===== src/rtl/sy_ppl_ras_if.sv =====
// Shared types for the fetch-stage quick decoder and the bundle of signals
// between the quick decoder/fetch unit and the return address stack.
package sy_pkg;
    localparam int AWTH = 32;

    typedef enum logic [2:0] {
        NORMAL    = 3'd0,
        BRANCH    = 3'd1,
        JUMP      = 3'd2,
        JALR      = 3'd3,
        CALL_JAL  = 3'd4,
        CALL_JALR = 3'd5,
        RET       = 3'd6
    } qdec_type_e;
endpackage

interface sy_ppl_ras_if #(
    parameter int DEPTH = 8,
    parameter int CWTH  = $clog2(DEPTH + 1)
) ();
    logic                     flush_i;
    logic                     valid_i;
    sy_pkg::qdec_type_e       instr_type_i;
    logic                     instr_is_c_i;
    logic [sy_pkg::AWTH-1:0]  vaddr_i;
    logic                     ras_valid_o;
    logic [sy_pkg::AWTH-1:0]  ras_addr_o;
    logic [CWTH-1:0]          count_o;

    // Fetch/decode side: drives the classified instruction, consumes the prediction.
    modport master (
        output flush_i, valid_i, instr_type_i, instr_is_c_i, vaddr_i,
        input  ras_valid_o, ras_addr_o, count_o
    );

    // Stack side.
    modport slave (
        input  flush_i, valid_i, instr_type_i, instr_is_c_i, vaddr_i,
        output ras_valid_o, ras_addr_o, count_o
    );
endinterface


===== src/rtl/sy_ppl_ras.sv =====
// Speculative return address stack. Calls push their return address, returns
// pop; the top entry is the predicted RET target. Storage is circular so an
// overflowing push silently replaces the oldest entry. Flush empties the stack
// without touching entry contents.
module sy_ppl_ras
    import sy_pkg::*;
#(
    parameter int DEPTH = 8,
    parameter int CWTH  = $clog2(DEPTH + 1)
) (
    input  logic          clk_i,
    input  logic          rst_i,
    sy_ppl_ras_if.slave   ras
);
    localparam int PWTH = $clog2(DEPTH);
    localparam logic [CWTH-1:0] FULL = CWTH'(DEPTH);

    logic [AWTH-1:0] entry [DEPTH];
    logic [PWTH-1:0] tos;
    logic [CWTH-1:0] cnt;

    logic            push;
    logic            pop;
    logic [PWTH-1:0] tos_inc;
    logic [PWTH-1:0] tos_dec;
    logic [AWTH-1:0] ret_addr;

    // Decode the stack operation; the type encoding keeps push and pop exclusive.
    always_comb begin
        push     = ras.valid_i && (ras.instr_type_i == CALL_JAL ||
                                   ras.instr_type_i == CALL_JALR);
        pop      = ras.valid_i && (ras.instr_type_i == RET) && (cnt != '0);
        tos_inc  = tos + PWTH'(1);
        tos_dec  = tos - PWTH'(1);
        ret_addr = ras.vaddr_i + (ras.instr_is_c_i ? AWTH'(2) : AWTH'(4));
    end

    // Pointer and occupancy; flush wins over any concurrent push or pop.
    always_ff @(posedge clk_i or posedge rst_i) begin
        if (rst_i) begin
            tos <= '0;
            cnt <= '0;
        end else if (ras.flush_i) begin
            tos <= '0;
            cnt <= '0;
        end else if (push) begin
            tos <= tos_inc;
            if (cnt != FULL) begin
                cnt <= cnt + CWTH'(1);
            end
        end else if (pop) begin
            tos <= tos_dec;
            cnt <= cnt - CWTH'(1);
        end
    end

    // One register per slot; a push writes the slot just above the current top,
    // which on overflow is the oldest live entry.
    for (genvar gi = 0; gi < DEPTH; gi++) begin : g_entry
        // Slot gi captures the return address when it becomes the new top.
        always_ff @(posedge clk_i or posedge rst_i) begin
            if (rst_i) begin
                entry[gi] <= '0;
            end else if (!ras.flush_i && push && tos_inc == PWTH'(gi)) begin
                entry[gi] <= ret_addr;
            end
        end
    end

    // Outputs come from registers only; no same-cycle bypass of a push.
    always_comb begin
        ras.ras_addr_o  = entry[tos];
        ras.ras_valid_o = (cnt != '0);
        ras.count_o     = cnt;
    end
endmodule


===== src/flat_wrapper.sv =====
// flat-port wrapper written by rule: the top's interface ports become plain ports
module sy_ppl_ras_flat import sy_pkg::*;
#(
    parameter int DEPTH = 8,
    parameter int CWTH  = $clog2(DEPTH + 1)
)
  (clk_i, rst_i, ras_flush_i, ras_valid_i, ras_instr_type_i, ras_instr_is_c_i, ras_vaddr_i, ras_ras_valid_o, ras_ras_addr_o, ras_count_o);
  sy_ppl_ras_if #(.DEPTH(DEPTH), .CWTH(CWTH)) ras_i ();
  input  logic clk_i;
  input  logic rst_i;
  input wire logic [$bits(ras_i.flush_i)-1:0] ras_flush_i;
  input wire logic [$bits(ras_i.valid_i)-1:0] ras_valid_i;
  input wire logic [$bits(ras_i.instr_type_i)-1:0] ras_instr_type_i;
  input wire logic [$bits(ras_i.instr_is_c_i)-1:0] ras_instr_is_c_i;
  input wire logic [$bits(ras_i.vaddr_i)-1:0] ras_vaddr_i;
  output wire logic [$bits(ras_i.ras_valid_o)-1:0] ras_ras_valid_o;
  output wire logic [$bits(ras_i.ras_addr_o)-1:0] ras_ras_addr_o;
  output wire logic [$bits(ras_i.count_o)-1:0] ras_count_o;
  assign ras_i.flush_i = ras_flush_i;
  assign ras_i.valid_i = ras_valid_i;
  assign ras_i.instr_type_i = ras_instr_type_i;
  assign ras_i.instr_is_c_i = ras_instr_is_c_i;
  assign ras_i.vaddr_i = ras_vaddr_i;
  assign ras_ras_valid_o = ras_i.ras_valid_o;
  assign ras_ras_addr_o = ras_i.ras_addr_o;
  assign ras_count_o = ras_i.count_o;
  sy_ppl_ras #(.DEPTH(DEPTH), .CWTH(CWTH)) u_core (.clk_i(clk_i), .rst_i(rst_i), .ras(ras_i));
endmodule

===== config.mk =====
export PLATFORM = sky130hd
export DESIGN_NAME = sy_ppl_ras_flat
export DESIGN_NICKNAME = d
export VERILOG_FILES = /design/src/rtl/sy_ppl_ras_if.sv /design/src/rtl/sy_ppl_ras.sv /design/src/flat_wrapper.sv
export SDC_FILE = /design/constraint.sdc
export NUM_CORES = 1
export LEC_CHECK = 0
export CORE_MARGIN = 3
export CORE_UTILIZATION = 64
export DETAILED_ROUTE_END_ITERATION = 7
export GPL_TIMING_DRIVEN = 0
export HOLD_SLACK_MARGIN = 0.05
export PLACE_DENSITY = 0.9
export SETUP_SLACK_MARGIN = 0.15
export SLEW_MARGIN = 40
export SYNTH_ARGS = -nofsm -noshare
export SYNTH_HDL_FRONTEND = slang
export SYNTH_SLANG_ARGS = --single-unit

===== constraint.sdc =====
create_clock -name clk_i -period 18.6 [get_ports clk_i]
set_input_delay 5.58 -clock clk_i [delete_from_list [all_inputs] [get_ports clk_i]]
set_output_delay 5.58 -clock clk_i [all_outputs]
set_load 0.05 [all_outputs]

# After elaboration in Yosys (flattened, before gate mapping)
# Cells that the tools add are included.
# W data, S select, Z words.
# totals
ff_bits	263
in_bits	40
elab_cells	58
# op_classes
addsub	5
magnitude_cmp	1
n_reduce_logical	18
muxes	11
eq_ne	12
bitwise_logic	1
# op_table
cell	count
$bmux W32 S3	1
$mux W32	2
$add A32 B32 Y32	1
$eq A3 B3 Y1 const B	7
$mux W4	4
$logic_and A1 B1 Y1	12
$mux W3	4
$eq A3 B2 Y1 const B	2
$add A4 B1 Y4 const B	1
$ge A4 B4 Y1 const B	1
$ne A4 B4 Y1 const B	1
$not A3 Y4	1
$reduce_bool A4 Y1	1
$sub A4 B1 Y4 const B	1
$add A3 B1 Y3 const B	1
$eq A3 B1 Y1 const B	1
$logic_not A3 Y1	1
$ne A3 B3 Y1 const B	1
$reduce_bool A3 Y1	1
$sub A3 B1 Y3 const B	1
$reduce_and A2 Y1	1
$logic_not A1 Y1	1
$logic_or A1 B1 Y1	1

# Logic depth before layout (Yosys ltp)
# depth
word_depth	6
mapped_depth	9
depth_no_buf	7

# Least setup slack after synthesis
# Ideal clock, no wire load.
# synth_timing
path_kind	flip-flop to output port
start	register u_core.tos[0]
end	output ras_ras_addr_o[10]
path_buffers	2
setup_slack_ps	11130
t_arrival_ps	1890
stages_incl_launch_ff	5
cell_sequence	dfrtp_1 > buf_2 > buf_2 > mux4_2 > mux2_2
# synth_via
elab_chain_cells	4
# synth_lines
element	line_no	text
from (decl)	sy_ppl_ras.sv:19	logic [PWTH-1:0] tos;
from (signal assigned)	sy_ppl_ras.sv:47	tos <= tos_inc;
from (signal assigned)	sy_ppl_ras.sv:52	tos <= tos_dec;
$not A3 Y4 (not written as such)	sy_ppl_ras.sv:72	ras.ras_addr_o = entry[tos];
$bmux W32 S3	sy_ppl_ras.sv:72	
$mux W32 (not written as such) (2 in series)	sy_ppl_ras.sv:72	
to (decl)	flat_wrapper.sv:17	output wire logic [$bits(ras_i.ras_addr_o)-1:0] ras_ras_addr_o;
# Every way passes these cells. The select of a mux whose other input is x is not followed.

# Final worst setup path
# layout_timing
start	register u_core.tos[1]
end	output ras_ras_addr_o[4]
# Same word-level chain as after synthesis.

==> metrics.md <==
| Metric | Value |
|---|---|
| Run status | `finished, final reports clean` |
| Crit path launch | `u_core.tos[1]` |
| Register bit total from synthesis | `263` |
| Syn Area/Cell | `11.5 um2` |
| Gpl congestion | `0.848` |
| First-pass GRT wire length | `56.2 mm` |
| Commonest non-fill, non-tap cell in the layout | `dfrtp_1` |
| Worst Setup End Kind | `output pin` |
| Initial Util | `65.6%` |
| Worst hold start | `u_core.entry[161]` |
| Startpoint types | `register` |
| Worst EP arrival | `3.78 ns` |
| Row count | `50` |
| Layout area overhead | `16.2%` |
| Total grt overflow | `0` |
| CTS hold repair buffers | `0` |
| Via count | `9951` |
| Leakage | `6.51 nW` |
| Post-Syn Nets | `1130` |
| CTS buffer count | `26` |
| CP Max Fanout | `10` |
| H-tree Lvls | `1` |
| FF-to-FF Start | `u_core.tos[1]` |
| EDFF count, synth | `0` |
| GRT Resource Usage Total | `34.1%` |
| Final core area utilization | `76.3%` |
| Die ar. | `21100 um2` |
| Max Buffers Root-to-Sink | `3` |
| Max-slew headroom | `44.2%` |
| IR Drop Worst-Case VDD | `0.0750 mV` |
| Final wirelength | `36.6 mm` |
| Core area | `18900 um2` |
| Area after DPL | `13600 um2` |
| Synthesized area | `12400 um2` |
| Post-layout instance count excluding filler cells | `1463` |
| Tcrit/Tclk final | `50.3%` |
| Type of the tightest min-delay check | `reg2reg` |
| Die Height | `145 um` |
| Post-layout nets | `1237` |
| Tot Pwr | `1.40 mW` |
| Max-cap violations | `0` |
| Synthesized instance count | `1078` |
| Highest Clock Rate | `107 MHz` |
| TritonCTS clock tree | `yes` |
| # fillers | `1124` |
| TritonRoute pass-1 iters | `6` |
| Die width | `145 um` |
| Drt drc | `0` |
| Detail Route Antenna Nets | `0` |
| DR vias/cell | `6.80` |
| Clock sinks | `263` |
| Most frequent cells in the layout | `dfrtp_1 (263), nor2_1 (241), a21oi_1 (227)` |
| Layout cells sized above 1 | `21.0%` |
| CTS resizes | `0` |
| Crit path time final | `9.36 ns` |
| Post-DP HPWL | `22.5 mm` |
| Setup Viol. Count Final | `0` |
| Pwr dens | `97.4 nW/um2` |
| YS warnings | `0` |
| # Post-CTS Setup Buffers | `0` |
| Actual slew at the worst max-slew pin | `0.832 ns` |
| Vias in the first global route | `10.6k` |
| Final TNS setup | `0 ns` |
| Clock transition at path regs | `0.06 ns` |
| DR WL/cell | `25.0 um` |
| FFs w/ async S/R, synth | `100%` |
| Port-buffer cells | `76` |
| Initial DRC count | `1468` |
| Clk root buf | `clkbuf_16` |
| Crit path required time | `13.02 ns` |
| Worst skew pair latency | `0.54 ns` |
| Unrepaired setup endpoints after global routing | `no` |
| Sequential area share after synthesis | `53.1%` |
| Critical path class | `reg2out` |
| Post-route cell area | `14400 um2` |
| I/O pin count | `77` |
| Slew Limit Fails | `0` |
| Inst Count DP | `1417` |
| Largest net degree at the start of global routing | `83` |
| Hold Violations, Final | `0` |
| Clock skew | `0.0105 ns` |
| Ys flop type | `dfrtp_1` |
| Yosys cell types | `48` |
| Initial antenna violation count | `0` |
## critical path, cell delays in order (launching register included)
cell             delay [ns]
dfrtp_1                0.49
clkbuf_1               0.63
clkbuf_1               0.67
mux4_2                 0.43
mux2_2                 0.31
clkdlybuf4s50_1        0.71
## per-layer routing
| layer | GRT usage (%) | vias to the layer above | routed length, um |
|---|---|---|---|
| met5 | 0 | - | 0 |
| li1 | - | 4023 | - |
| met3 | 8.81 | 262 | 4140 |
| met4 | 20.7 | 0 | 2480 |
| met2 | 54.6 | 758 | 17400 |
| met1 | 42.0 | 4908 | 12500 |
## final cells by class
type | instances | area, um2 | area share, %
flip-flops and latches | 263 | 6580 | 45.7
multi-input cells | 734 | 5340 | 37.0
repair buffers | 79 | 843 | 5.85
clock buffers | 40 | 774 | 5.37
plain buffers | 70 | 445 | 3.09
well taps | 260 | 325 | 2.26
clock inverters | 5 | 52.6 | 0.365
inverters | 11 | 48.8 | 0.339
diodes | 1 | 2.50 | 0.0174
## final timing paths
path                                     end  slack [ns]  cells past startpoint
max                        ras_ras_addr_o[4]        9.24                      5
min                        u_core.entry[161]        0.51                      1
max reg2reg                u_core.entry[164]       15.29                      9
min reg2reg                u_core.entry[161]        0.51                      1
max in group asynchronous  u_core.entry[138]       12.14                      4
min in group asynchronous   u_core.entry[91]        5.40                      2
## power by group
group / switching, mW / leakage [nW] / internal [mW]
Clock: 0.221 / 0.404 / 0.299
Combinational: 0.126 / 2.57 / 0.0904
Sequential: 0.0369 / 3.53 / 0.631
## synth_stat cells (4+ instances only)
library cell    n  area (um2)
nor3_1          7        35.0
nor2b_1         5        31.3
buf_2          40         200
nand2b_1        4        25.0
nor2_2          9        56.3
inv_1          10        37.5
mux4_2         64        1440
xor2_1         11        96.3
xnor2_1        21         184
nand3_1         8        40.0
a21oi_1       227        1140
a221oi_1        8        70.1
mux2_2         56         631
clkbuf_1       10        37.5
buf_6          12         135
and3_1          4        25.0
nand4_1        10        62.6
ha_1           10         125
nand2_1        12        45.0
nor2_1        241         905
dfrtp_1       263        6580
## registers in the layout (all words and copies together), names as in the netlist
register,cells
u_core.tos,3
u_core.ras.count_o,4
u_core.entry,256
## metrics by stage
| step | setup slack, ns | hold slack (ns) |
|---|---|---|
| CTS | 9.33 | 0.506 |
| floorplan | 5.78 | 0.475 |
| detailed placement | 9.95 | 0.492 |
| global route | 9.24 | 0.513 |
| global placement | 2.83 | 0.484 |
| finish | 9.24 | 0.505 |
## logic make-up after synthesis
logic type / Yosys count / share of synthesized area [%]
multiplexers: 121 / 16.8
AND/OR/NAND/NOR: 322 / 11.9
flip-flops: 263 / 53.1
buffers and inverters: 81 / 3.92
AO/OA/AOI/OAI: 244 / 10.3
XOR/XNOR: 35 / 2.65
adder cells (fa/ha/maj): 12 / 1.33
Power figures use the tool's default switching activity.
